File: src/rtl/nibble_serial_adder_if.sv
// Operand/result handshake bundle for the nibble-serial adder.
// The master side supplies operands and takes results; the slave side is the adder.
interface nibble_serial_adder_if #(
  parameter int WIDTH = 16
);
  logic             in_valid;
  logic             in_ready;
  logic [WIDTH-1:0] a;
  logic [WIDTH-1:0] b;
  logic             cin;
  logic             out_valid;
  logic             out_ready;
  logic [WIDTH-1:0] sum;
  logic             cout;
  logic             ovf;
  logic             busy;

  modport master (
    output in_valid, a, b, cin, out_ready,
    input  in_ready, out_valid, sum, cout, ovf, busy
  );

  modport slave (
    input  in_valid, a, b, cin, out_ready,
    output in_ready, out_valid, sum, cout, ovf, busy
  );
endinterface

File: src/rtl/nibble_serial_adder.sv
// Digit-serial WIDTH-bit adder: one 4-bit carry-lookahead slice is reused once per
// nibble, LSB first, with the carry registered between nibbles.
module nibble_serial_adder #(
  parameter int WIDTH = 16
) (
  input  logic                 clk,
  input  logic                 rst_n,
  nibble_serial_adder_if.slave bus
);
  localparam int NIB = WIDTH / 4;
  localparam int CW  = (NIB > 1) ? $clog2(NIB) : 1;

  typedef enum logic [1:0] {IDLE, RUN, DONE} state_t;

  state_t           state_q, state_d;
  logic [CW-1:0]    cnt_p0;
  logic             carry_p0;
  logic [WIDTH-1:0] a_p0, b_p0, acc_p0;
  logic [WIDTH-1:0] sum_p1;
  logic             cout_p1, ovf_p1;

  logic             accept, last;
  logic [5:0]       slice;
  logic [WIDTH-1:0] acc_next;

  // Returns {c3, c2, s[3:0]} where c[i] is the carry out of bit i.
  function automatic logic [5:0] cla4(input logic [3:0] x, input logic [3:0] y,
                                      input logic ci);
    logic [3:0] g, p, c;
    g = x & y;
    p = x ^ y;
    c[0] = g[0] | (p[0] & ci);
    c[1] = g[1] | (p[1] & g[0]) | (p[1] & p[0] & ci);
    c[2] = g[2] | (p[2] & g[1]) | (p[2] & p[1] & g[0]) | (p[2] & p[1] & p[0] & ci);
    c[3] = g[3] | (p[3] & g[2]) | (p[3] & p[2] & g[1]) | (p[3] & p[2] & p[1] & g[0])
         | (p[3] & p[2] & p[1] & p[0] & ci);
    return {c[3], c[2], p ^ {c[2:0], ci}};
  endfunction

  assign bus.in_ready  = (state_q == IDLE) || ((state_q == DONE) && bus.out_ready);
  assign bus.out_valid = (state_q == DONE);
  assign bus.busy      = (state_q == RUN);
  assign bus.sum       = sum_p1;
  assign bus.cout      = cout_p1;
  assign bus.ovf       = ovf_p1;

  assign accept = bus.in_valid && bus.in_ready;
  assign last   = (cnt_p0 == CW'(NIB - 1));
  assign slice  = cla4(a_p0[3:0], b_p0[3:0], carry_p0);

  always_comb begin
    acc_next = acc_p0 >> 4;
    acc_next[WIDTH-1 -: 4] = slice[3:0];
  end

  always_comb begin
    state_d = state_q;
    case (state_q)
      IDLE:    if (bus.in_valid) state_d = RUN;
      RUN:     if (last) state_d = DONE;
      DONE:    if (bus.out_ready) state_d = bus.in_valid ? RUN : IDLE;
      default: state_d = IDLE;
    endcase
  end

  always_ff @(posedge clk) begin
    if (!rst_n) begin
      state_q  <= IDLE;
      cnt_p0   <= '0;
      carry_p0 <= 1'b0;
      sum_p1   <= '0;
      cout_p1  <= 1'b0;
      ovf_p1   <= 1'b0;
    end else begin
      state_q <= state_d;
      // Stage p0: operand capture, then one nibble per RUN cycle.
      if (accept) begin
        a_p0     <= bus.a;
        b_p0     <= bus.b;
        carry_p0 <= bus.cin;
        cnt_p0   <= '0;
      end else if (state_q == RUN) begin
        a_p0     <= a_p0 >> 4;
        b_p0     <= b_p0 >> 4;
        acc_p0   <= acc_next;
        carry_p0 <= slice[5];
        cnt_p0   <= cnt_p0 + 1'b1;
        // Stage p1: result registers load only on the final nibble.
        if (last) begin
          sum_p1  <= acc_next;
          cout_p1 <= slice[5];
          ovf_p1  <= slice[5] ^ slice[4];
        end
      end
    end
  end
endmodule

File: src/flat_wrapper.sv
// flat-port wrapper written by rule: the top's interface ports become plain ports
module nibble_serial_adder_flat 
#(
  parameter int WIDTH = 16
)
  (clk, rst_n, bus_in_valid, bus_a, bus_b, bus_cin, bus_out_ready, bus_in_ready, bus_out_valid, bus_sum, bus_cout, bus_ovf, bus_busy);
  nibble_serial_adder_if #(.WIDTH(WIDTH)) bus_i ();
  input  logic clk;
  input  logic rst_n;
  input wire logic [$bits(bus_i.in_valid)-1:0] bus_in_valid;
  input wire logic [$bits(bus_i.a)-1:0] bus_a;
  input wire logic [$bits(bus_i.b)-1:0] bus_b;
  input wire logic [$bits(bus_i.cin)-1:0] bus_cin;
  input wire logic [$bits(bus_i.out_ready)-1:0] bus_out_ready;
  output wire logic [$bits(bus_i.in_ready)-1:0] bus_in_ready;
  output wire logic [$bits(bus_i.out_valid)-1:0] bus_out_valid;
  output wire logic [$bits(bus_i.sum)-1:0] bus_sum;
  output wire logic [$bits(bus_i.cout)-1:0] bus_cout;
  output wire logic [$bits(bus_i.ovf)-1:0] bus_ovf;
  output wire logic [$bits(bus_i.busy)-1:0] bus_busy;
  assign bus_i.in_valid = bus_in_valid;
  assign bus_i.a = bus_a;
  assign bus_i.b = bus_b;
  assign bus_i.cin = bus_cin;
  assign bus_i.out_ready = bus_out_ready;
  assign bus_in_ready = bus_i.in_ready;
  assign bus_out_valid = bus_i.out_valid;
  assign bus_sum = bus_i.sum;
  assign bus_cout = bus_i.cout;
  assign bus_ovf = bus_i.ovf;
  assign bus_busy = bus_i.busy;
  nibble_serial_adder #(.WIDTH(WIDTH)) u_core (.clk(clk), .rst_n(rst_n), .bus(bus_i));
endmodule
File: config.mk
export PLATFORM = sky130hd
export DESIGN_NAME = nibble_serial_adder_flat
export DESIGN_NICKNAME = d
export VERILOG_FILES = /design/src/rtl/nibble_serial_adder_if.sv /design/src/rtl/nibble_serial_adder.sv /design/src/flat_wrapper.sv
export SDC_FILE = /design/constraint.sdc
export NUM_CORES = 1
export LEC_CHECK = 0
export ABC_AREA = 1
export ABC_CLOCK_PERIOD_IN_PS = 5000
export CAP_MARGIN = 20
export CORE_ASPECT_RATIO = 1.4
export CORE_MARGIN = 2
export CORE_UTILIZATION = 50
export CTS_CLUSTER_SIZE = 40
export DETAILED_ROUTE_END_ITERATION = 8
export GPL_TIMING_DRIVEN = 1
export HOLD_SLACK_MARGIN = 0.05
export PLACE_DENSITY = 0.78
export SYNTH_ARGS = -nofsm -noshare
export SYNTH_HDL_FRONTEND = slang
export SYNTH_SLANG_ARGS = --single-unit
File: constraint.sdc
create_clock -name clk -period 5 [get_ports clk]
set_clock_uncertainty 0.1 [all_clocks]
set_input_delay 1 -clock clk [delete_from_list [all_inputs] [get_ports clk]]
set_output_delay 1 -clock clk [all_outputs]
set_load 0.05 [all_outputs]
==> flow_summary.json, run 1 <==
{
  "run_status": "complete, no violations",
  "p_leak_nw": 1.50,
  "synth.top_cell.area_share_pct": 46.2,
  "report.final.setup_viol": 0,
  "drt_first_pass_iters": 4,
  "grt_start_max_net_pins": 38,
  "r2r-start": "u_core.state_q[1]$_SDFFE_PN0P_",
  "critical_path.endpoint": "bus_in_ready",
  "cts_htree_levels": 3,
  "timing.final.crit_share_pct": 70.9,
  "place_area_sq_mm": 0.00344,
  "ys.warnings.count": 0,
  "sw_share_pct": 24.4,
  "synth_enable_flop_cells": 44,
  "cts_resized": 0,
  "power_density_mw_per_mm2": 316,
  "data_arrival_at_the_endpoint_of_the_critical_path_ps": 2440,
  "finalWirelength_mm": 5.12,
  "dpl.hpwl_mm": 3.51,
  "route.vias.total": 2082,
  "max-cap-violations": 0,
  "synthTopCellsByArea": "sky130_fd_sc_hd__edfxtp_1 46%, sky130_fd_sc_hd__dfxtp_1 16%, sky130_fd_sc_hd__nand2_1 16%",
  "final-max-slew-violation-count": 0,
  "synth_area_leader_cell": "sky130_fd_sc_hd__edfxtp_1",
  "worst_r2r_path_depth": 3,
  "drive_gt1_share_pct": 6.13,
  "worstSetupStartpointType": "input pin",
  "post-cts-setup-buffer-count": 0,
  "worst-setup-path-type": "input pin to output pin",
  "initial_cell_density_of_the_core_pct": 51.7,
  "cts_sinks": 67,
  "worst_hold_path_type": "flip-flop to flip-flop",
  "detailedPlace.worstSlack_ps": 1230,
  "clock.fmax_mhz": 282,
  "path_clk_slew_ps": 70,
  "rsz_0062_raised_after_global_routing": "false",
  "worst_slew_pin_slew_ps": 1020,
  "synth_cell_type_count": 31,
  "synth_top_flop_cell": "sky130_fd_sc_hd__edfxtp_1",
  "hold-worst-slack_ps": 354,
  "syn_avg_cell_area_sq_um": 9.63,
  "irDropWorstVdd_v": 0.000183,
  "r2r_slack_ps": 2400,
  "first_global_vias": 2036,
  "postSynthRegisterBits": 67,
  "routedWlPerCell_um": 12.0,
  "final_nets": 397,
  "fp.dieH_um": 93.5,
  "clock_tree.root_cell": "sky130_fd_sc_hd__clkbuf_8",
  "syn-num-nets": 340,
  "clockBufferDepth": 2,
  "fp.coreArea_sq_mm": 0.00553,
  "grt-ovfl-total": 0,
  "largest_fanout_of_any_net_on_the_critical_path": 3,
  "seqPwrFrac_pct": 55.8,
  "post-route-drc-count": 0,
  "io-pin-count": 58,
  "worstSkewPairLatency_ps": 340,
  "power_share_of_the_clock_group_pct": 31.9,
  "postLayoutSetupSlackWorst_ps": 1460,
  "antenna-diode-count": 0,
  "grt_usage_pct": 18.5,
  "ys_async_sr_fraction_pct": 0,
  "die_outline_area_sq_mm": 0.00635,
  "tns_ps": 0,
  "die_width_um": 67.9,
  "final_hold_viol_count": 0,
  "ant_nets": 0,
  "hold_buffers": 0,
  "reg2reg_to": "u_core.a_p0[9]$_DFFE_PP_",
  "final_area_sq_mm": 0.00360,
  "clock_tree_from_tritoncts": "yes",
  "number_of_antenna_violations_at_the_first_check_in_global_routing": 0,
  "tritoncts.num_buffers": 9,
  "core.rowCount": 32,
  "max_slew_margin_pct": 31.6,
  "end_kind": "output pin",
  "drt_iter0_markers": 151,
  "switching_power_uw": 278,
  "synth.yosys.seq_area_share_pct": 62.3,
  "cellInternalPower_uw": 860,
  "io_buffers": 57,
  "netlist_area_sq_mm": 0.00286,
  "finalPower_mw": 1.14,
  "fin_crit_ps": 3540,
  "area_growth_pct": 25.9,
  "worst_setup_path_startpoint": "bus_out_ready",
  "combPwrFrac_pct": 12.3,
  "required_time_at_the_endpoint_of_the_critical_path_ps": 3900,
  "synthesis.instances": 297,
  "gp_routability_congestion": 0.762,
  "via_per_inst": 4.88,
  "grt_pass1_wl_mm": 8.70
}
-- stage by stage --
| stage | utilization (%) | std cells |
|---|---|---|
| detailed placement | 62.3 | 411 |
| global route | 65.1 | 427 |
| floorplan | - | 297 |
| global placement | 62.3 | 411 |
| finish | 65.1 | 427 |
| CTS | 65.1 | 427 |
-- power groups by stage --
stage	Combinational (mW)	Sequential (mW)	Clock, mW
after floorplan	0.0884	0.644	0
after global placement	0.136	0.646	0
after detailed placement	0.140	0.648	0
after CTS	0.141	0.636	0.373
after global routing	0.159	0.638	0.391
final	0.140	0.635	0.364
-- worst min-delay path by stage --
stage	from	to	slack, ps	cells past startpoint
after floorplan	u_core.acc_p0[14]$_DFFE_PP_	u_core.acc_p0[10]$_DFFE_PP_	330	0
after global placement	u_core.acc_p0[8]$_DFFE_PP_	u_core.acc_p0[4]$_DFFE_PP_	330	0
after detailed placement	u_core.acc_p0[8]$_DFFE_PP_	u_core.acc_p0[4]$_DFFE_PP_	340	0
after CTS	u_core.acc_p0[8]$_DFFE_PP_	u_core.acc_p0[4]$_DFFE_PP_	360	0
after global routing	u_core.acc_p0[8]$_DFFE_PP_	u_core.acc_p0[4]$_DFFE_PP_	370	0
final	u_core.acc_p0[10]$_DFFE_PP_	u_core.acc_p0[6]$_DFFE_PP_	350	0
-- critical path: stages --
cell and delay (ps):
sky130_fd_sc_hd__clkdlybuf4s50_1 450, sky130_fd_sc_hd__inv_1 50, sky130_fd_sc_hd__a21oi_1 120, sky130_fd_sc_hd__clkdlybuf4s50_1 810
-- cells in the final DEF (no fill, tap or decap), drive strengths merged, types with 5 or more instances in the layout --
cell,n
nand3,12
nand2,121
clkbuf,12
nor2,16
a21oi,20
clkdlybuf4s50,57
edfxtp,44
dfxtp,23
ha,5
inv,30
-- per-layer routing --
layer | part of all wire (%) | GRT usage, % | vias to the layer above
met1 | 42 | 21.7 | 935
met4 | 1.7 | 8.50 | 0
li1 | - | - | 1067
met2 | 51 | 31.1 | 69
met3 | 5.8 | 4.69 | 11
met5 | 0 | 0 | -
-- synthesized netlist by cell type (2+ instances only) --
cell and count:
sky130_fd_sc_hd__edfxtp_1 44, sky130_fd_sc_hd__nand2_1 120, sky130_fd_sc_hd__o21a_1 4, sky130_fd_sc_hd__dfxtp_1 23
sky130_fd_sc_hd__nand3_1 11, sky130_fd_sc_hd__a21oi_1 18, sky130_fd_sc_hd__buf_2 6, sky130_fd_sc_hd__ha_1 5
sky130_fd_sc_hd__inv_1 26, sky130_fd_sc_hd__xnor2_1 2, sky130_fd_sc_hd__inv_2 3, sky130_fd_sc_hd__a21oi_2 2
sky130_fd_sc_hd__nor2_1 15
-- kinds of logic after synthesis --
family | share of synthesized area (%)
buffers and inverters | 6.74
and+or+nand+nor | 21.4
xor gates and xnor gates | 0.613
adders and majority gates | 2.89
AOI/OAI and AO/OA | 6.00
DFF | 62.3
-- sequential cells by signal, summed over array words and instances, names as in the netlist --
name             cells
u_core.a_p0         16
u_core.acc_p0       12
u_core.b_p0         16
u_core.bus.cout      1
u_core.bus.ovf       1
u_core.bus.sum      16
u_core.carry_p0      1
u_core.cnt_p0        2
u_core.state_q       2
-- layout make-up --
| class | count | area [sq um] |
|---|---|---|
| clock buffer | 12 | 135 |
| sequential | 67 | 1780 |
| inverter | 30 | 115 |
| multi-input combinational | 189 | 892 |
| clock inverter | 4 | 18.8 |
| fill | 476 | 1930 |
| tap | 68 | 85.1 |
| timing repair buffer | 57 | 571 |
Power figures use the tool's default switching activity.
==> run 2: changes to the inputs <==
ABC_CLOCK_PERIOD_IN_PS = 3400   (was 5000)
clock period = 3.4 ns   (was 5 ns; I/O delays follow)
==> run 2 against run 1 <==
Routed wire length increased by 1.8%. Die area did not move. Power grew 53%. Worst hold slack gained 1.4 ps. Design area grew 1.2%. Core utilization rose by 0.77 points. Register-to-register slack lost 870 ps. First-iteration DRC count down 13%. Count of clock-buffer cells in the layout rose by 2. Critical endpoint unchanged. Largest cell class unchanged. Largest power group unchanged. Highest routed layer unchanged.
==> flow_summary.json, run 2 (synthesis gave the netlist of run 1 again) <==
{
  "run_status": "complete, no violations",
  "worst_hold_path_type": "flip-flop to flip-flop",
  "tns_ps": 0,
  "area_growth_pct": 27.4,
  "worstSkewPairLatency_ps": 350,
  "finalWirelength_mm": 5.21,
  "first_global_vias": 1983,
  "power_density_mw_per_mm2": 479,
  "tritoncts.num_buffers": 9,
  "max-cap-violations": 0,
  "clock.fmax_mhz": 343,
  "ant_nets": 0,
  "max_slew_margin_pct": 66.3,
  "timing.final.crit_share_pct": 85.8,
  "regArea_sq_mm": 0.00178,
  "path_clk_slew_ps": 70,
  "route.vias.total": 2122,
  "largest_fanout_of_any_net_on_the_critical_path": 3,
  "fin_crit_ps": 2920,
  "cts_sinks": 67,
  "routedWlPerCell_um": 12.2,
  "final_nets": 399,
  "clock_tree_from_tritoncts": "yes",
  "drt_iter0_markers": 131,
  "grt_usage_pct": 18.4,
  "drive_gt1_share_pct": 6.93,
  "hold-worst-slack_ps": 355,
  "clockBufferDepth": 2,
  "data_arrival_at_the_endpoint_of_the_critical_path_ps": 2140,
  "number_of_antenna_violations_at_the_first_check_in_global_routing": 0,
  "most_frequent_cells_in_the_layout": "120 x sky130_fd_sc_hd__nand2_1, 57 x sky130_fd_sc_hd__clkdlybuf4s50_1, 44 x sky130_fd_sc_hd__edfxtp_1",
  "antenna-diode-count": 0,
  "irDropWorstVdd_v": 0.000265,
  "detailedPlace.worstSlack_ps": 483,
  "gp_routability_congestion": 0.799,
  "r2r_slack_ps": 1530,
  "p_leak_nw": 1.52,
  "required_time_at_the_endpoint_of_the_critical_path_ps": 2620,
  "initial_cell_density_of_the_core_pct": 51.7,
  "clock_tree.root_cell": "sky130_fd_sc_hd__clkbuf_8",
  "report.final.setup_viol": 0,
  "cts_resized": 0,
  "worst_slew_pin_slew_ps": 503,
  "post-route-drc-count": 0,
  "multiInputGateArea_sq_um": 892,
  "die_width_um": 67.9,
  "final_hold_viol_count": 0,
  "grt_start_max_net_pins": 35,
  "die_outline_area_sq_mm": 0.00635,
  "via_per_inst": 4.95,
  "grt-ovfl-total": 0,
  "filler_cell_count": 470,
  "end_kind": "output pin",
  "final_common_cell": "sky130_fd_sc_hd__nand2_1",
  "core.rowCount": 32,
  "postLayoutSetupSlackWorst_ps": 484,
  "final-max-slew-violation-count": 0,
  "fp.dieH_um": 93.5,
  "post-cts-setup-buffer-count": 0,
  "worst-setup-path-type": "input pin to output pin",
  "cts_htree_levels": 3,
  "fp.coreArea_sq_mm": 0.00553,
  "hold_buffers": 0,
  "dpl.hpwl_mm": 3.62,
  "io-pin-count": 58,
  "grt_pass1_wl_mm": 8.51,
  "io_buffers": 57,
  "rsz_0062_raised_after_global_routing": "false",
  "worstSetupStartpointType": "input pin",
  "drt_first_pass_iters": 4
}
[run 2: cell count changes in the layout (fill, tap and decap cells not counted)]
cell / before / now
sky130_fd_sc_hd__clkinv_2: 3 / 1
sky130_fd_sc_hd__buf_4: 0 / 2
sky130_fd_sc_hd__clkbuf_1: 3 / 2
sky130_fd_sc_hd__clkbuf_8: 9 / 12
[run 2: area by class of cell]
cell class	count	share of cell area (%)
sequential	67	48.9
clock buffer	14	4.74
multi-input combinational	189	24.5
tap	68	2.34
clock inverter	2	0.241
timing repair buffer	59	16.1
inverter	30	3.16
[run 2: power by group]
part	switching, mW	internal [mW]
clock	0.283	0.322
sequential	0.0144	0.920
combinational	0.118	0.0879
[run 2: worst max-delay path: stages]
cell,delay (ps)
sky130_fd_sc_hd__clkdlybuf4s50_1,450
sky130_fd_sc_hd__inv_1,70
sky130_fd_sc_hd__a21oi_1,120
sky130_fd_sc_hd__clkdlybuf4s50_1,820
[run 2: path summary, 6_finish.rpt]
kind	depth (start not counted)	endpoint	from
setup / recovery	4	bus_in_ready	bus_out_ready
hold / removal	0	u_core.acc_p0[6]$_DFFE_PP_	u_core.acc_p0[10]$_DFFE_PP_
setup reg to reg	8	u_core.carry_p0$_SDFFE_PN0P_	u_core.state_q[1]$_SDFFE_PN0P_
hold reg to reg	0	u_core.acc_p0[6]$_DFFE_PP_	u_core.acc_p0[10]$_DFFE_PP_
[run 2: stage by stage]
step	instance area, sq um	cells	power, mW	util, %
2_1_floorplan	2860	297	1.08	-
3_3_place_gp	3460	413	1.15	62.6
3_5_place_dp	3460	413	1.16	62.6
4_1_cts	3640	429	1.76	65.9
5_1_grt	3640	429	1.82	65.9
6_report	3640	429	1.74	65.9
[run 2: per-layer routing]
metal  track usage (%)  share of wire, %
met1              19.0                39
met4              8.83               3.1
met3              8.42               6.7
met5                 0                 0
met2              31.0                51
